[config.mk]
export PLATFORM = sky130hd
export DESIGN_NAME = debounce_array
export DESIGN_NICKNAME = d
export VERILOG_FILES = /design/src/rtl/debounce_array.sv
export SDC_FILE = /design/constraint.sdc
export NUM_CORES = 1
export LEC_CHECK = 0
export BUFFER_PORTS_ARGS = -buffer_cell sky130_fd_sc_hd__buf_2
export CAP_MARGIN = 0
export CORE_MARGIN = 5
export CORE_UTILIZATION = 57
export CTS_CLUSTER_SIZE = 20
export DETAILED_ROUTE_END_ITERATION = 10
export PLACE_DENSITY = 0.77
export SYNTH_ARGS = -nofsm -noshare
export SYNTH_HDL_FRONTEND = slang
export SYNTH_SLANG_ARGS = --single-unit
[constraint.sdc]
create_clock -name clk -period 1.3 [get_ports clk]
set_input_delay 0.065 -clock clk [delete_from_list [all_inputs] [get_ports clk]]
set_output_delay 0.065 -clock clk [all_outputs]
set_load 0.05 [all_outputs]
[src/rtl/debounce_array.sv]
// Multi-channel run-length debouncer with one-cycle press/drop pulses.
// Optional 2-flop input synchroniser enabled by defining DEBOUNCE_ARRAY_SYNC_EN.
module debounce_array #(
    parameter int WIDTH = 4,
    parameter int DEPTH = 64
) (
    input  logic             clk,
    input  logic             reset,
    input  logic [WIDTH-1:0] in,
    output logic [WIDTH-1:0] on,
    output logic [WIDTH-1:0] press,
    output logic [WIDTH-1:0] drop,
    output logic             any_press
);

    localparam int CW = $clog2(DEPTH + 1);
    typedef logic [CW-1:0] cnt_t;
    localparam cnt_t LAST = cnt_t'(DEPTH - 1);

    typedef enum logic [1:0] {IDLE, RISE, HELD, FALL} state_t;

    logic [WIDTH-1:0] s;
    logic [WIDTH-1:0] press_d;

`ifdef DEBOUNCE_ARRAY_SYNC_EN
    logic [WIDTH-1:0] sync_a;
    logic [WIDTH-1:0] sync_b;

    always_ff @(posedge clk) begin
        if (reset) begin
            sync_a <= '0;
            sync_b <= '0;
        end else begin
            sync_a <= in;
            sync_b <= sync_a;
        end
    end

    assign s = sync_b;
`else
    assign s = in;
`endif

    for (genvar i = 0; i < WIDTH; i++) begin : g_ch
        state_t state, state_d;
        cnt_t   cnt, cnt_d;
        logic   on_q, press_q, drop_q;
        logic   press_n, drop_n;

        // NOTE: outputs are decoded from the next state so they change on the same edge as the FSM.
        always_ff @(posedge clk) begin
            if (reset) begin
                state   <= IDLE;
                cnt     <= '0;
                on_q    <= 1'b0;
                press_q <= 1'b0;
                drop_q  <= 1'b0;
            end else begin
                state   <= state_d;
                cnt     <= cnt_d;
                on_q    <= (state_d == HELD) || (state_d == FALL);
                press_q <= press_n;
                drop_q  <= drop_n;
            end
        end

        always_comb begin
            state_d = state;
            cnt_d   = cnt;
            press_n = 1'b0;
            drop_n  = 1'b0;
            case (state)
                IDLE: begin
                    cnt_d = '0;
                    if (s[i]) begin
                        if (DEPTH == 1) begin
                            state_d = HELD;
                            press_n = 1'b1;
                        end else begin
                            state_d = RISE;
                            cnt_d   = cnt_t'(1);
                        end
                    end
                end
                RISE: begin
                    if (!s[i]) begin
                        state_d = IDLE;
                        cnt_d   = '0;
                    end else if (cnt == LAST) begin
                        state_d = HELD;
                        cnt_d   = '0;
                        press_n = 1'b1;
                    end else begin
                        cnt_d = cnt + cnt_t'(1);
                    end
                end
                HELD: begin
                    cnt_d = '0;
                    if (!s[i]) begin
                        if (DEPTH == 1) begin
                            state_d = IDLE;
                            drop_n  = 1'b1;
                        end else begin
                            state_d = FALL;
                            cnt_d   = cnt_t'(1);
                        end
                    end
                end
                FALL: begin
                    if (s[i]) begin
                        state_d = HELD;
                        cnt_d   = '0;
                    end else if (cnt == LAST) begin
                        state_d = IDLE;
                        cnt_d   = '0;
                        drop_n  = 1'b1;
                    end else begin
                        cnt_d = cnt + cnt_t'(1);
                    end
                end
                default: begin
                    state_d = IDLE;
                    cnt_d   = '0;
                end
            endcase
        end

        assign on[i]      = on_q;
        assign press[i]   = press_q;
        assign drop[i]    = drop_q;
        assign press_d[i] = press_n;
    end

    always_ff @(posedge clk) begin
        if (reset) any_press <= 1'b0;
        else       any_press <= |press_d;
    end

endmodule
==> qor.yml <==
finalCritPeriodShare_pct: 94.1
worstPathArrival_ps: 1520
power_switching_mw: 0.519
crit_fanout: 4
swShare_pct: 20.7
power.total_mw: 2.51
start_util_pct: 58.6
syn2layout_area_growth_pct: 11.5
p_leak_nw: 0.860
seq_area_frac_synth_pct: 49.1
clockBufferDepth: 2
maxSlewHeadroom_pct: 78.9
dpl.cell_count: 260
path_buf_inv: 0
p_clk_share_pct: 36.9
htree_num_levels: 2
end_kind: "flop"
cts_root_buf: "clkbuf_4"
dr.pass1.iters: 4
p_int_mw: 1.99
num_antenna_cells: 0
fin_tns_setup_ps: 0
synth_area_per_cell_um2: 9.45
syn-num-nets: 217
fp.dieH_um: 68.6
syn_inst: 207
path_delay_family: "simple AND/OR/NAND/NOR gates"
layout-drive-gt1-share_pct: 19.1
synth_top_cell_by_area: "dfxtp_1"
drt_wl_total_mm: 3.10
grt_pass1_vias: 1282
crit_chain: "nand3_1 > or3_1 > a211oi_2"
ios: 19
hp-class: "input port to flop"
drtAntennaViolNets: 0
globalRouteOverflowTotal: 0
max_slew.worst_pin.slew_ps: 317
die-area_um2: 4700
grt_max_degree: 22
holdWs_ps: 32.2
seq_power_share_pct: 59.9
pwr-share-comb_pct: 3.2
grt_pass1_wl_mm: 5.48
cts_tree: "built"
first_iter_violations: 50
clk_pin_slew_worst_paths_ps: 140
post-route-min-period_ps: 1220
multi_input_area_um2: 907
rsz0062_at_grt: "yes"
cpPeakStageDelay_ps: 410
vias_per_cell: 5.17
coreArea_um2: 3340
grt_antenna_before_repair: 0
register_area_um2: 962
fp.dieW_um: 68.6
synth_area_leaders: "dfxtp_1 (49%), buf_4 (4.6%), nor2_1 (4.6%)"
fillers: 288
drv_slew: 0
fmax_ghz: 0.818
p_per_area_nw_per_um2: 1150
cp-start-kind: "flop"
status: "finished, final reports clean"
synth.top_cell.area_share_pct: 49.1
dr_total_vias: 1402
placed_cell_area_um2: 2030
place_congestion: 0.772
peakVddDrop_uv: 1020
crit_type: "flop to flop"
yosys_warnings: 0
fin_nets: 234
post-dp-hpwl_mm: 2.24
clock-sinks: 48
drc: 0
clock_latency_ps: 360
fin_worst_skew_ps: 11.4
finish.instance_area_um2: 2180
ys_ff_latch: 48
stdcell_count: 271
numCtsBuffers: 5
required_ps: 1600
syn_area_um2: 1960
io_buffers: 18
row_count: 21
track_usage_pct: 15.6
setup_viol: 0
wire_per_inst_um: 11.4
synth_cell_types: 31
drv_cap: 0
report.final.hold_viol_count: 0
slowest_stage: "dfxtp_1"
-- state kept, by name (all words and copies together) (netlist names) --
| name | cells |
|---|---|
| g_ch.on_q | 3 |
| g_ch.state | 8 |
| g_ch.drop_q | 4 |
| g_ch.press_q | 4 |
| any_press | 1 |
| g_ch.cnt | 28 |
-- path summary, 6_finish.rpt --
check | slack (ps) | endpoint | start | cells after the start
worst max-delay path | 80 | g_ch[3].cnt[5]$_SDFF_PP0_ | g_ch[3].cnt[2]$_SDFF_PP0_ | 3
worst min-delay path | 30 | g_ch[1].on_q$_SDFF_PP0_ | in[1] | 3
worst max register to register | 80 | g_ch[3].cnt[5]$_SDFF_PP0_ | g_ch[3].cnt[2]$_SDFF_PP0_ | 3
worst min register to register | 490 | g_ch[3].cnt[6]$_SDFF_PP0_ | g_ch[3].cnt[6]$_SDFF_PP0_ | 2
-- synth_stat cells --
cell	number
or2_2	1
dfxtp_1	48
a21oi_1	5
nor3b_1	1
nor4bb_1	2
mux2i_1	3
a211oi_2	2
nand3_2	1
nand3b_1	4
nand4b_1	2
ha_1	4
nand2b_1	8
a211oi_1	5
nor3_1	10
o2111ai_1	1
o21ai_0	10
or3_1	4
and3_2	1
and4b_1	2
and2_1	1
and3_1	5
and3b_1	3
nand3_1	10
nor2_1	24
clkbuf_1	2
nand2_1	11
xnor2_1	8
buf_4	12
inv_1	6
nand4_1	3
xor2_1	8
-- cell type report --
| class | instances | area share (%) |
|---|---|---|
| Sequential cell | 48 | 44.1 |
| Multi-Input combinational cell | 139 | 41.6 |
| Timing Repair Buffer | 24 | 6.43 |
| Tap cell | 46 | 2.64 |
| Clock buffer | 6 | 2.35 |
| Clock inverter | 2 | 1.78 |
| Inverter | 6 | 1.03 |
-- worst register-to-register path, stage by stage, from the launching register on --
cell      delay [ps]
dfxtp_1          410
nand3_1          160
or3_1            390
a211oi_2         210
-- kinds of logic after synthesis --
family / count (synthesis) / synth area share [%]
adders and majority gates: 4 / 2.56
and+or+nand+nor: 93 / 26.0
DFF: 48 / 49.1
AOI/OAI and AO/OA: 23 / 7.49
buffers and inverters: 20 / 6.14
xor gates and xnor gates: 16 / 7.17
muxes: 3 / 1.54
-- layout by cell type (no fill, tap or decap), types with 6 or more instances in the layout --
master and count:
buf_2 18, nand2b_1 8, nand2_1 10, nand3_1 9, xnor2_1 8, nor2_1 24
dfxtp_1 47, xor2_1 8, o21ai_0 9, inv_1 6, nor3_1 7
-- timing repair --
| item | in CTS | in global routing |
|---|---|---|
| buffers inserted | 0 | 1 |
| setup endpoints to repair | 0 | 19 |
| gates resized for setup | 0 | 9 |
| endpoints found under the hold margin | 4 | 0 |
| hold buffers | 2 | 0 |
-- through the flow --
stage               util [%]  worst slack (ps)
finish                  65.3              76.8
global route            65.3             -54.1
CTS                     64.1              19.8
detailed placement      60.8              21.3
global placement        60.8              59.8
floorplan                  -               136
-- per-layer routing --
layer	vias to the layer above	global-route usage, %	routed length [um]
met3	6	5.83	127
met2	17	24.4	1370
li1	737	-	-
met4	0	5.96	55
met1	642	19.5	1550
met5	-	0	0
-- power by group through the flow --
stage	sequential [mW]	clock, mW	combinational, mW
2_1_floorplan	1.53	0	0.0471
3_3_place_gp	1.53	0	0.0731
3_5_place_dp	1.53	0	0.0739
4_1_cts	1.50	0.962	0.0793
5_1_grt	1.50	1.02	0.0924
6_report	1.50	0.925	0.0803
No activity file was read; power rests on OpenSTA's default activity.
